`src/rtl/bt_pkt_tx_if.sv`:
```
// rtl/bt_pkt_tx_if.sv - payload handshake and serial output bundle for bt_pkt_tx
interface bt_pkt_tx_if;
    logic        pkt_val;
    logic [15:0] pkt_data;
    logic        pkt_rdy;
    logic        busy;
    logic        pkt_done;
    logic        txd_tx;

    modport master (
        output pkt_val,
        output pkt_data,
        input  pkt_rdy,
        input  busy,
        input  pkt_done,
        input  txd_tx
    );

    modport slave (
        input  pkt_val,
        input  pkt_data,
        output pkt_rdy,
        output busy,
        output pkt_done,
        output txd_tx
    );
endinterface

```
`src/rtl/bt_pkt_tx.sv`:
```
// rtl/bt_pkt_tx.sv - 16-bit payload to 4-byte UART 8N1 frame (A5, hi, lo, xor checksum)
module bt_pkt_tx #(
    parameter int BAUD_RATE  = 9600,
    parameter int CLOCK_RATE = 100_000_000
) (
    input  logic         clk_tx,
    input  logic         rst_clk_tx_n,
    bt_pkt_tx_if.slave   bus
);
    localparam int             DIV      = CLOCK_RATE / BAUD_RATE;
    localparam int             CW       = $clog2(DIV);
    localparam logic [CW-1:0]  CNT_LAST = CW'(DIV - 1);
    localparam logic [7:0]     SYNC     = 8'hA5;

    typedef enum logic [1:0] {IDLE, START, DATA, STOP} state_t;

    state_t        state_q;
    logic [1:0]    byte_idx_q;
    logic [2:0]    bit_idx_q;
    logic [CW-1:0] cnt_q;
    logic [CW-1:0] cnt_d;
    logic [15:0]   data_q;
    logic          txd_q;
    logic          rdy_q;
    logic          busy_q;
    logic          done_q;
    logic [7:0]    cur_byte;
    logic          accept;
    logic          bit_end;

    assign accept  = rdy_q & bus.pkt_val;
    assign bit_end = (cnt_q == CNT_LAST);

    always_comb begin
        cnt_d = bit_end ? '0 : cnt_q + CW'(1);
        case (byte_idx_q)
            2'd0:    cur_byte = SYNC;
            2'd1:    cur_byte = data_q[15:8];
            2'd2:    cur_byte = data_q[7:0];
            default: cur_byte = SYNC ^ data_q[15:8] ^ data_q[7:0];
        endcase
    end

    always_ff @(posedge clk_tx or negedge rst_clk_tx_n) begin
        if (!rst_clk_tx_n) begin
            state_q    <= IDLE;
            byte_idx_q <= '0;
            bit_idx_q  <= '0;
            cnt_q      <= '0;
            data_q     <= '0;
            txd_q      <= 1'b1;
            rdy_q      <= 1'b1;
            busy_q     <= 1'b0;
            done_q     <= 1'b0;
        end else begin
            done_q <= 1'b0;
            case (state_q)
                IDLE: begin
                    txd_q <= 1'b1;
                    cnt_q <= '0;
                    if (accept) begin
                        data_q     <= bus.pkt_data;
                        state_q    <= START;
                        txd_q      <= 1'b0;
                        rdy_q      <= 1'b0;
                        busy_q     <= 1'b1;
                        byte_idx_q <= '0;
                        bit_idx_q  <= '0;
                    end
                end
                START: begin
                    cnt_q <= cnt_d;
                    if (bit_end) begin
                        state_q   <= DATA;
                        bit_idx_q <= '0;
                        txd_q     <= cur_byte[0];
                    end
                end
                DATA: begin
                    cnt_q <= cnt_d;
                    if (bit_end) begin
                        if (bit_idx_q == 3'd7) begin
                            state_q <= STOP;
                            txd_q   <= 1'b1;
                        end else begin
                            bit_idx_q <= bit_idx_q + 3'd1;
                            txd_q     <= cur_byte[bit_idx_q + 3'd1];
                        end
                    end
                end
                STOP: begin
                    cnt_q <= cnt_d;
                    if (bit_end) begin
                        // Next start bit follows the stop bit directly, no idle gap.
                        if (byte_idx_q != 2'd3) begin
                            byte_idx_q <= byte_idx_q + 2'd1;
                            state_q    <= START;
                            txd_q      <= 1'b0;
                        end else begin
                            state_q <= IDLE;
                            rdy_q   <= 1'b1;
                            busy_q  <= 1'b0;
                            done_q  <= 1'b1;
                        end
                    end
                end
                default: state_q <= IDLE;
            endcase
        end
    end

    assign bus.txd_tx   = txd_q;
    assign bus.pkt_rdy  = rdy_q;
    assign bus.busy     = busy_q;
    assign bus.pkt_done = done_q;
endmodule

```
`src/flat_wrapper.sv`:
```
// flat-port wrapper written by rule: the top's interface ports become plain ports
module bt_pkt_tx_flat 
#(
    parameter int BAUD_RATE  = 9600,
    parameter int CLOCK_RATE = 100_000_000
)
  (clk_tx, rst_clk_tx_n, bus_pkt_val, bus_pkt_data, bus_pkt_rdy, bus_busy, bus_pkt_done, bus_txd_tx);
  bt_pkt_tx_if bus_i ();
  input  logic clk_tx;
  input  logic rst_clk_tx_n;
  input wire logic [$bits(bus_i.pkt_val)-1:0] bus_pkt_val;
  input wire logic [$bits(bus_i.pkt_data)-1:0] bus_pkt_data;
  output wire logic [$bits(bus_i.pkt_rdy)-1:0] bus_pkt_rdy;
  output wire logic [$bits(bus_i.busy)-1:0] bus_busy;
  output wire logic [$bits(bus_i.pkt_done)-1:0] bus_pkt_done;
  output wire logic [$bits(bus_i.txd_tx)-1:0] bus_txd_tx;
  assign bus_i.pkt_val = bus_pkt_val;
  assign bus_i.pkt_data = bus_pkt_data;
  assign bus_pkt_rdy = bus_i.pkt_rdy;
  assign bus_busy = bus_i.busy;
  assign bus_pkt_done = bus_i.pkt_done;
  assign bus_txd_tx = bus_i.txd_tx;
  bt_pkt_tx #(.BAUD_RATE(BAUD_RATE), .CLOCK_RATE(CLOCK_RATE)) u_core (.clk_tx(clk_tx), .rst_clk_tx_n(rst_clk_tx_n), .bus(bus_i));
endmodule
```
`config.mk`:
```
export PLATFORM = sky130hd
export DESIGN_NAME = bt_pkt_tx_flat
export DESIGN_NICKNAME = d
export VERILOG_FILES = /design/src/rtl/bt_pkt_tx_if.sv /design/src/rtl/bt_pkt_tx.sv /design/src/flat_wrapper.sv
export SDC_FILE = /design/constraint.sdc
export NUM_CORES = 1
export LEC_CHECK = 0
export BUFFER_PORTS_ARGS = -buffer_cell sky130_fd_sc_hd__buf_2
export CAP_MARGIN = 30
export CORE_ASPECT_RATIO = 0.9
export CORE_MARGIN = 2
export CORE_UTILIZATION = 63
export DETAILED_ROUTE_END_ITERATION = 12
export PLACE_DENSITY = 0.84
export SLEW_MARGIN = 5
export SYNTH_ARGS = -nofsm -noshare
export SYNTH_HDL_FRONTEND = slang
export SYNTH_SLANG_ARGS = --single-unit
```
`constraint.sdc`:
```
create_clock -name clk_tx -period 3.03 [get_ports clk_tx]
set_input_delay 0.606 -clock clk_tx [delete_from_list [all_inputs] [get_ports clk_tx]]
set_output_delay 0.606 -clock clk_tx [all_outputs]
set_load 0.02 [all_outputs]
```
---- Yosys cells after proc, flatten, opt, wreduce, memory -nomap -nowiden ----
Cells that the tools add are included.
storage, ports and cells
  flip-flop bits (word level) ............. 41
  word-level logic and storage cells ...... 82
  input bits .............................. 19
operators by class
  order comparisons ....................... 1
  reduce and logical (&&, ||, !) cells .... 11
  equal/unequal tests ..................... 16
  $add $sub $neg .......................... 3
  bitwise gates (word level) .............. 3
  mux-type cells .......................... 39
operators by type and width
  cell                                                                      number
  14-bit case mux with 2 select lines                                       1
  8-bit case mux with 3 select lines                                        1
  1-bit 2-to-1 mux                                                          17
  2-bit 2-to-1 mux                                                          8
  14-bit by 1-bit adder with 14-bit output (second input constant)          1
  14-bit == test (second input constant)                                    1
  14-bit 2-to-1 mux                                                         1
  3-bit 2-to-1 mux                                                          4
  2-bit by 1-bit inequality test with 1-bit output (second input constant)  6
  4-bit AND reduction                                                       3
  5-bit AND reduction                                                       2
  3-bit case mux with 3 select lines                                        1
  2-bit case mux with 4 select lines                                        1
  8-bit bitwise XOR                                                         1
  2-bit == test (second input constant)                                     3
  2-bit inequality test (second input constant)                             3
  2-bit by 1-bit == test with 1-bit output (second input constant)          2
  2-bit logical NOT                                                         2
  3-bit by 4-bit < comparator with 1-bit output (second input constant)     1
  4-bit inverter                                                            1
  1-bit case mux with 2 select lines                                        2
  1-bit case mux with 4 select lines                                        1
  2-bit case mux with 2 select lines                                        1
  3-bit by 1-bit adder with 3-bit output (second input constant)            1
  8 further kinds                                                           8

---- Logic depth before layout (Yosys ltp) ----
Gate-level depths: netlist of the first run.
  word-level depth ........................ 8
  depth in mapped cells ................... 9
  mapped depth without buffers ............ 8

---- Worst setup path before layout of the first run ----
No wires, ideal clock.
  path type ............................... flip-flop to flip-flop
  start ................................... register u_core.cnt_q[0]
  end ..................................... register u_core.bit_idx_q[0]
  clock period less this slack ............ 1.903 ns
  library setup time ...................... 0.125 ns
  setup slack ............................. 1.127 ns
  arrival time ............................ 1.778 ns
  stages on the path, launching flop included .. 7
  buffers on the path ..................... 0
  cells stage by stage .................... dfrtp_1 > ha_1 > and4_1 > and4_4 > a21oi_2 > or3_4 > mux2_4
on the way
  longest elaborated chain between the ends .. 3
  elaborated cells between the ends (all ways) .. 4
  those cells by class .................... eq/ne (3); reduce/logical (1)
ends and longest elaborated chain
  element                                                     RTL line         text
  start, declared                                             bt_pkt_tx.sv:20  logic [CW-1:0] cnt_q;
  start signal, assigned                                      bt_pkt_tx.sv:72  cnt_q <= cnt_d;
  start signal, assigned                                      bt_pkt_tx.sv:80  cnt_q <= cnt_d;
  start signal, assigned                                      bt_pkt_tx.sv:92  cnt_q <= cnt_d;
  14-bit == test *                                            bt_pkt_tx.sv:32  assign bit_end = (cnt_q == CNT_LAST);
  2-bit by 1-bit inequality test with 1-bit output (no line)  n/a
  5-bit AND reduction (no line) *                             n/a
  end signal, assigned                                        bt_pkt_tx.sv:86  bit_idx_q <= bit_idx_q + 3'd1;
  end, declared                                               bt_pkt_tx.sv:19  logic [2:0] bit_idx_q;
Every way passes the cells marked *; elsewhere a longest branch is shown, timed or not.
A chain may end at the register's enable or synchronous reset.

---- Worst setup path in the final report of the first run ----
  start ................................... register u_core.byte_idx_q[0]
  end ..................................... register u_core.txd_q, in the netlist u_core.bus.txd_tx
on the way
  longest elaborated chain between the ends .. 7
  elaborated cells between the ends (all ways) .. 13
  those cells by class .................... eq/ne (4); mux (7); reduce/logical (2)
ends and longest elaborated chain
  element                                    RTL line         text
  start, declared                            bt_pkt_tx.sv:18  logic [1:0] byte_idx_q;
  start signal, assigned                     bt_pkt_tx.sv:96  byte_idx_q <= byte_idx_q + 2'd1;
  2-bit == test (tied with other cells)      bt_pkt_tx.sv:36  case (byte_idx_q)
  8-bit case mux with 3 select lines         bt_pkt_tx.sv:36
  1-bit binary-select mux with 3-bit select  bt_pkt_tx.sv:87  txd_q <= cur_byte[bit_idx_q + 3'd1];
  1-bit 2-to-1 mux (not written as such)     bt_pkt_tx.sv:87
  1-bit 2-to-1 mux                           bt_pkt_tx.sv:82  if (bit_idx_q == 3'd7) begin
  1-bit 2-to-1 mux                           bt_pkt_tx.sv:81  if (bit_end) begin
  1-bit case mux with 4 select lines         bt_pkt_tx.sv:57  case (state_q)
  end signal, assigned                       bt_pkt_tx.sv:76  txd_q <= cur_byte[0];
  end signal, assigned                       bt_pkt_tx.sv:87
  end, declared                              bt_pkt_tx.sv:23  logic txd_q;
Several ways; a longest one is shown, not always the timed one. The select of a mux whose other input is x is not followed.

==> reports/results.tsv, run 1 <==
stage	metric	value	unit
run_status	status	completed	
setup_path	worst setup path class	register to register	
floorplanning	Std-Cell Rows	20	
global_routing	first-pass GRT wire length	6851	um
placement	gpl congestion	0.9225	
power_and_ir_drop	PwrDens	370.2	nW/um^2
finish	ANT cells	0	
logic_synthesis	xor and xnor fraction of the mapped netlist area	6.633	%
logic_synthesis	Compound-Gate Fraction of Synth Area	14.88	%
setup_path	critical path data required time	3.26	ns
global_routing	vias in the first global route	1515	
clock_tree	TritonCTS Buffers	5	
global_routing	largest net degree at the start of global routing	42	
logic_synthesis	post-synth top area share	43.48	%
worst_hold_path	min-delay worst type	primary input to asynchronous set/reset pin	
floorplanning	core footprint	3403	um^2
power_and_ir_drop	Max IR drop VDD	312.4	uV
finish	most common cell after layout, fill and taps aside	dfrtp_1	
clock_tree	Skew-Pair Late Insertion Delay	0.30	ns
finish	non-filler cells, final	285	
logic_synthesis	synth top area cells	dfrtp_1 (43%), mux2_2 (8.0%), ha_1 (6.7%), xor2_1 (3.9%), nor2_1 (3.5%)	
logic_synthesis	Yosys cell types	39	
drt	Avg WL per Cell	14.56	um
timing	Slew @ Worst Pin	0.7197	ns
finish	area of the multi-input gates	1150	um^2
setup_path	Crit-path slowest cell	ha_1	
power_and_ir_drop	Comb power frac	2.7	%
timing	max-slew violation count	0	
job	max-cap viol count	0	
drt	vias per cell	5.951	
timing	Tmin final	2.210	ns
timing	RSZ-0062 raised after global routing	no	
timing	Final Setup Violations	0	
finish	Reg area	1028	um^2
timing	Rel. slew slack	51.89	%
drt	TritonRoute pass-1 iters	4	
setup_path	largest stage delay on the critical path	0.61	ns
drt	DR iter-0 viols	138	
clock_tree	Clock transition at path regs	0.08	ns
logic_synthesis	cells after synthesis	218	
clock_tree	H-tree levels	2	
drt	DR vias	1696	
timing	final hold vios	0	
setup_path	Crit path max-delay family	compound AO/OA/AOI/OAI gates	
logic_synthesis	post-synthesis mux area share	8.696	%
floorplanning	die area	4057	um^2
logic_synthesis	Synth Cell Area	2245	um^2
logic_synthesis	Yosys Warn Count	0	
global_routing	all-layer global routing usage	22.91	%
setup_path	CP max FO	20	
power_and_ir_drop	clock share of power	37.5	%
timing	fin crit share	72.95	%
timing	clock skew	0.005680	ns
power_and_ir_drop	total internal power	717.4	uW
placement	input/output buffers	22	
finish	share of cells above drive strength 1	23.24	%
logic_synthesis	#FFs+latches synth	41	
drt	DRC	0	
timing	f_max	0.4524	GHz
logic_synthesis	adder-cell share of the synthesized area	6.689	%
setup_path	crit path launch	u_core.byte_idx_q[0]	
floorplanning	starting density of the core	65.96	%
power_and_ir_drop	power share of the sequential group	59.8	%
power_and_ir_drop	Psw	197.9	uW
clock_tree	post-cts gate resize count	0	
drt	drt total wl	4151	um
finish	most frequent cells in the layout	dfrtp_1 (39), buf_2 (22), nor2_1 (21)	
logic_synthesis	Mapped Nets	249	
placement	placed insts	276	
clock_tree	CTS tree	yes	
clock_tree	clock buffer depth	2	
logic_synthesis	post-synthesis sequential area ratio	45.82	%
logic_synthesis	simple logic cell fraction of the synthesized area	14.33	%
logic_synthesis	post-synth top area cell	dfrtp_1	
timing	Setup TNS	0	ns
finish	Final Net Count	271	
power_and_ir_drop	Sw Share	21.62	%
setup_path	crit end category	register	
placement	dpl hpwl	2866	um
clock_tree	CTS Sinks	41	
clock_tree	root buffer cell	clkbuf_8	
setup_path	r2r startpoint	u_core.byte_idx_q[0]	
finish	Filler cells	262	
setup_path	crit path DAT	2.44	ns
floorplanning	chip width	66.92	um
global_routing	grt total ovfl	0	
power_and_ir_drop	LEAKAGE	1.156	nW
setup_path	startpoint types	register	
logic_synthesis	largest family of logic cells by synthesized area	compound AO/OA/AOI/OAI gates	
logic_synthesis	syn_area_per_cell	10.30	um^2
finish	Area Overhead vs Synth	10.14	%
setup_path	worst path cell trace	ha_1, nor2_1, a22oi_1, a221oi_1, o41ai_1, o211ai_1, o21ai_0	
floorplanning	I/O Pins	23	
clock_tree	Post-CTS Setup Inserts	0	
drt	DRT antenna net count	0	
global_routing	initial antenna violation count	0	
setup_path	Critical path buffers and inverters	0	
clock_tree	# hold bufs at CTS	0	
floorplanning	die height	60.63	um
power groups by stage:
stage | combinational, mW | sequential (mW) | clock (mW)
6_report | 0.0247 | 0.547 | 0.344
5_1_grt | 0.0290 | 0.547 | 0.381
4_1_cts | 0.0227 | 0.547 | 0.354
3_5_place_dp | 0.0226 | 0.558 | 0
3_3_place_gp | 0.0222 | 0.558 | 0
2_1_floorplan | 0.000298 | 0.558 | 0
flip-flops by register name, summed over array words and instances (netlist names):
register,flops
u_core.state_q,2
u_core.bus.txd_tx,1
u_core.cnt_q,14
u_core.bus.pkt_done,1
u_core.data_q,16
u_core.bit_idx_q,3
u_core.byte_idx_q,2
u_core.bus.busy,1
u_core.bus.pkt_rdy,1
final timing paths:
kind	to	slack (ns)	cells past startpoint
max	u_core.bus.txd_tx	0.82	7
max in group asynchronous	u_core.bus.pkt_rdy	2.51	2
max reg2reg	u_core.bus.txd_tx	0.82	7
min in group clk_tx	u_core.bit_idx_q[1]	0.49	2
min reg2reg	u_core.bit_idx_q[1]	0.49	2
min	u_core.bit_idx_q[2]	0.26	2
cell usage after synthesis:
cell and count:
a21boi_0 1, nand3_1 7, o211ai_1 1, nand2_1 19, mux2_4 1, inv_1 7
ha_1 12, a22o_1 2, dfstp_2 2, clkbuf_1 7, o22ai_1 1, and3_2 2
dfrtp_1 39, a21oi_2 1, a21oi_1 12, xor2_1 10, a221oi_1 7, or3_1 3
and4_4 1, a221o_1 1, a211oi_1 2, a22oi_1 5, nand4_1 3, clkbuf_8 1
nand2b_1 3, nor3_1 1, and4_1 1, or3_4 1, o21ai_0 14, nor4b_2 1
and3_1 1, o41ai_1 1, and2_2 1, nor2_1 21, a31oi_1 1, xnor2_1 7
a32oi_1 1, mux2_2 16, o2bb2ai_1 1
final cells by class:
| cell class | count | share of cell area (%) |
|---|---|---|
| tap | 44 | 2.227 |
| multi-input combinational | 162 | 46.51 |
| clock buffer | 6 | 2.935 |
| inverter | 7 | 1.063 |
| clock inverter | 2 | 0.4049 |
| timing repair buffer | 23 | 5.263 |
| sequential | 41 | 41.60 |
logic make-up after synthesis:
kind of cell               count (synthesis)
buffers and inverters                     15
DFF                                       41
AOI/OAI and AO/OA                         51
adders and majority gates                 12
and+or+nand+nor                           65
xor gates and xnor gates                  17
muxes                                     17
stage by stage:
stage	hold WS (ns)	util [%]	cell area, um^2	power (mW)	setup WS, ns
floorplan	0.3104	-	2245	0.5580	1.127
finish	0.2631	72.65	2472	0.9153	0.8195
CTS	0.4608	72.06	2452	0.9239	0.8749
detailed placement	0.4768	69.63	2370	0.5802	0.8916
global route	0.2785	72.65	2472	0.9565	0.5315
global placement	0.4688	69.63	2370	0.5798	0.8846
routing by layer:
layer	track usage, %	wire (um)
met5	0	0
met2	32.57	1849
met1	33.05	2018
met3	5.751	205
met4	11.08	77
(Power assumes the default switching activity.)
==> inputs of run 2 (changes only) <==
- ABC_AREA: not set -> 1
- CORE_UTILIZATION: 63 -> 53
- PLACE_DENSITY: 0.84 -> 0.75
- clock period: 3.03 -> 1.99 ns (I/O delays scaled with it)
==> run 2 against run 1 <==
The run now ends with negative hold slack left; global-route usage is 2.5 points lower; critical path depth increased by 4; synthesized cell count is 42% higher; synthesized area rose by 8.5%; clock-buffer cell count shrank 1.
==> reports/results.tsv, run 2 <==
stage	metric	value	unit
run_status	status	finished, violations left	
run_status	violated checks	negative hold slack	
timing	Slew @ Worst Pin	0.4513	ns
clock_tree	Clock transition at path regs	0.08	ns
timing	RSZ-0062 raised after global routing	no	
logic_synthesis	Synth Cell Area	2435	um^2
timing	f_max	0.5850	GHz
global_routing	largest net degree at the start of global routing	33	
logic_synthesis	Commonest cells post-synth	nand2_1 (82), inv_1 (40), dfrtp_1 (39), nand3_1 (39), nor2_1 (22)	
finish	non-filler cells, final	397	
setup_path	Setup crit end	u_core.bus.txd_tx	
setup_path	CP max FO	12	
finish	Filler cells	409	
power_and_ir_drop	total internal power	1.089	mW
finish	max reg flops	16	
floorplanning	Std-Cell Rows	23	
clock_tree	Post-CTS Setup Inserts	0	
logic_synthesis	Mapped Nets	340	
clock_tree	clock buffer depth	2	
floorplanning	chip width	75.45	um
logic_synthesis	cells after synthesis	309	
setup_path	crit end category	register	
setup_path	reg2reg setup slack	0.28	ns
power_and_ir_drop	Comb power frac	2.6	%
clock_tree	CTS Sinks	41	
finish	most common cell after layout, fill and taps aside	nand2_1	
clock_tree	# hold bufs at CTS	0	
setup_path	crit path launch	u_core.byte_idx_q[0]	
power_and_ir_drop	LEAKAGE	1.287	nW
worst_hold_path	min-delay worst type	primary input to asynchronous set/reset pin	
floorplanning	die height	68.30	um
floorplanning	I/O Pins	23	
timing	Setup TNS	0	ns
logic_synthesis	#FFs+latches synth	41	
power_and_ir_drop	power share of the sequential group	59.5	%
logic_synthesis	post-synth top area share	40.08	%
setup_path	crit path DAT	1.95	ns
timing	clock skew	0.005717	ns
timing	Final Setup Violations	0	
setup_path	Reg2Reg Depth	11	
drt	drt total wl	4651	um
logic_synthesis	post-synth top area cell	dfrtp_1	
clock_tree	TritonCTS Buffers	5	
placement	placed insts	389	
logic_synthesis	synth top area cells	dfrtp_1 (40%), nand2_1 (13%), nand3_1 (8.0%), ha_1 (6.2%), inv_1 (6.2%)	
timing	fin crit share	85.89	%
power_and_ir_drop	Psw	310.5	uW
clock_tree	H-tree levels	2	
finish	biggest regs	u_core.data_q (16), u_core.cnt_q (14), u_core.bit_idx_q (3)	
drt	DRC	0	
placement	input/output buffers	22	
drt	DR vias	1982	
logic_synthesis	post-synthesis sequential area ratio	42.24	%
timing	Worst Hold Slack	-0.002389	ns
logic_synthesis	count leader, synth	nand2_1	
power_and_ir_drop	Power Total	1.400	mW
logic_synthesis	async set-reset flop share out of synthesis	100.0	%
placement	dpl hpwl	3566	um
setup_path	worst setup path class	register to register	
power_and_ir_drop	Sw Share	22.18	%
drt	Avg WL per Cell	11.72	um
setup_path	critical path data required time	2.23	ns
logic_synthesis	Yosys cell types	32	
global_routing	grt total ovfl	0	
finish	Final Net Count	365	
finish	most frequent cells in the layout	nand2_1 (82), inv_1 (40), nand3_1 (39), dfrtp_1 (39), buf_2 (22)	
timing	max-slew violation count	0	
logic_synthesis	syn_area_per_cell	7.880	um^2
power_and_ir_drop	PwrDens	517.4	nW/um^2
clock_tree	root buffer cell	clkbuf_8	
setup_path	r2r startpoint	u_core.byte_idx_q[0]	
clock_tree	Skew-Pair Late Insertion Delay	0.29	ns
logic_synthesis	EDFF count, synth	0	
clock_tree	CTS tree	yes	
floorplanning	starting density of the core	54.94	%
timing	Rel. slew slack	69.91	%
setup_path	startpoint types	register	
placement	gpl congestion	0.8282	
drt	DRT antenna net count	0	
finish	Biggest register	u_core.data_q	
finish	Area Overhead vs Synth	11.10	%
finish	Reg area	1028	um^2
drt	TritonRoute pass-1 iters	4	
finish	share of cells above drive strength 1	17.01	%
timing	final hold vios	11	
logic_synthesis	Yosys Warn Count	0	
drt	DR iter-0 viols	104	
setup_path	RR Endpoint	u_core.bus.txd_tx	
floorplanning	core footprint	4432	um^2
finish	area of the multi-input gates	1219	um^2
global_routing	all-layer global routing usage	20.45	%
global_routing	initial antenna violation count	0	
global_routing	vias in the first global route	1783	
global_routing	first-pass GRT wire length	8045	um
finish	ANT cells	0	
drt	vias per cell	4.992	
job	max-cap viol count	0	
floorplanning	die area	5153	um^2
power_and_ir_drop	Max IR drop VDD	359.9	uV
logic_synthesis	ys flop type	dfrtp_1	
power_and_ir_drop	clock share of power	38.0	%
timing	Tmin final	1.709	ns
==> run 2: cell count changes in the layout (fill, tap and decap cells not counted), moves of 7 or more <==
cell,previous run,this run
nand3_1,7,39
nand2_1,19,82
xor2_1,10,3
mux2_2,16,0
a21oi_1,12,5
inv_1,7,40
a221oi_1,7,0
==> run 2: timing repair <==
item / 4_1_cts / 5_1_grt
endpoints found under the setup margin: 0 / 1
hold endpoints to repair: 0 / 0
resized for setup: 0 / 1
==> run 2: metal layers <==
layer  vias to the layer above  part of all wire, %  GRT usage (%)
li1                       1039                    -              -
met1                       901                   54          30.96
met2                        37                   41          28.80
met3                         5                  4.0          4.860
met4                         0                  1.0          5.921
met5                         -                    0              0
==> run 2: through the flow <==
step           setup slack [ns]  utilization (%)  area (um^2)
6_report                 0.2807            61.04         2705
2_1_floorplan            0.4472                -         2435
5_1_grt                 0.06317            61.04         2705
3_5_place_dp             0.2192            59.03         2616
3_3_place_gp             0.3240            59.03         2616
4_1_cts                  0.1977            60.98         2703
==> run 2: critical path, stage by stage, from the launching register on <==
cell     delay, ns
dfrtp_1       0.40
ha_1          0.46
inv_1         0.16
nand3_1       0.12
nand3_1       0.08
nand3_1       0.09
nand3_1       0.08
nand2_1       0.07
nand2_1       0.04
nand2_1       0.06
nand2_1       0.05
nand2_1       0.05
==> run 2: logic make-up (layout without fill, tap and decap cells) <==
kind of cell | Yosys count | in the layout | synth area share, %
AND/OR/NAND/NOR | 164 | 164 | 32.27
buffers and inverters | 50 | 76 | 7.811
flip-flops | 41 | 41 | 42.24
AO/OA/AOI/OAI | 37 | 37 | 9.712
adder cells (fa/ha/maj) | 12 | 12 | 6.166
XOR/XNOR | 5 | 5 | 1.799
==> run 2: worst min-delay path by stage <==
stage,start,endpoint,slack (ns),depth (start not counted)
final,rst_clk_tx_n,u_core.cnt_q[0],-0.002,1
after global routing,rst_clk_tx_n,u_core.cnt_q[0],0.01,1
after CTS,rst_clk_tx_n,u_core.cnt_q[3],0.007,1
after detailed placement,rst_clk_tx_n,u_core.cnt_q[0],0.33,1
after global placement,rst_clk_tx_n,u_core.cnt_q[0],0.33,1
after floorplan,rst_clk_tx_n,u_core.bit_idx_q[0],0.10,0
==> run 2: layout make-up <==
type,instances,area share (%)
flip-flops and latches,41,38.02
clock buffers,5,2.544
clock inverters,3,0.6475
inverters,43,5.967
multi-input cells,218,45.05
repair buffers,25,4.903
well taps,62,2.868
==> run 2: power groups by stage <==
stage | Clock (mW) | Sequential [mW] | Combinational (mW)
after global placement | 0 | 0.849 | 0.0365
after global routing | 0.583 | 0.833 | 0.0417
after detailed placement | 0 | 0.849 | 0.0373
after floorplan | 0 | 0.849 | 0.0000227
after CTS | 0.545 | 0.832 | 0.0374
final | 0.531 | 0.832 | 0.0358
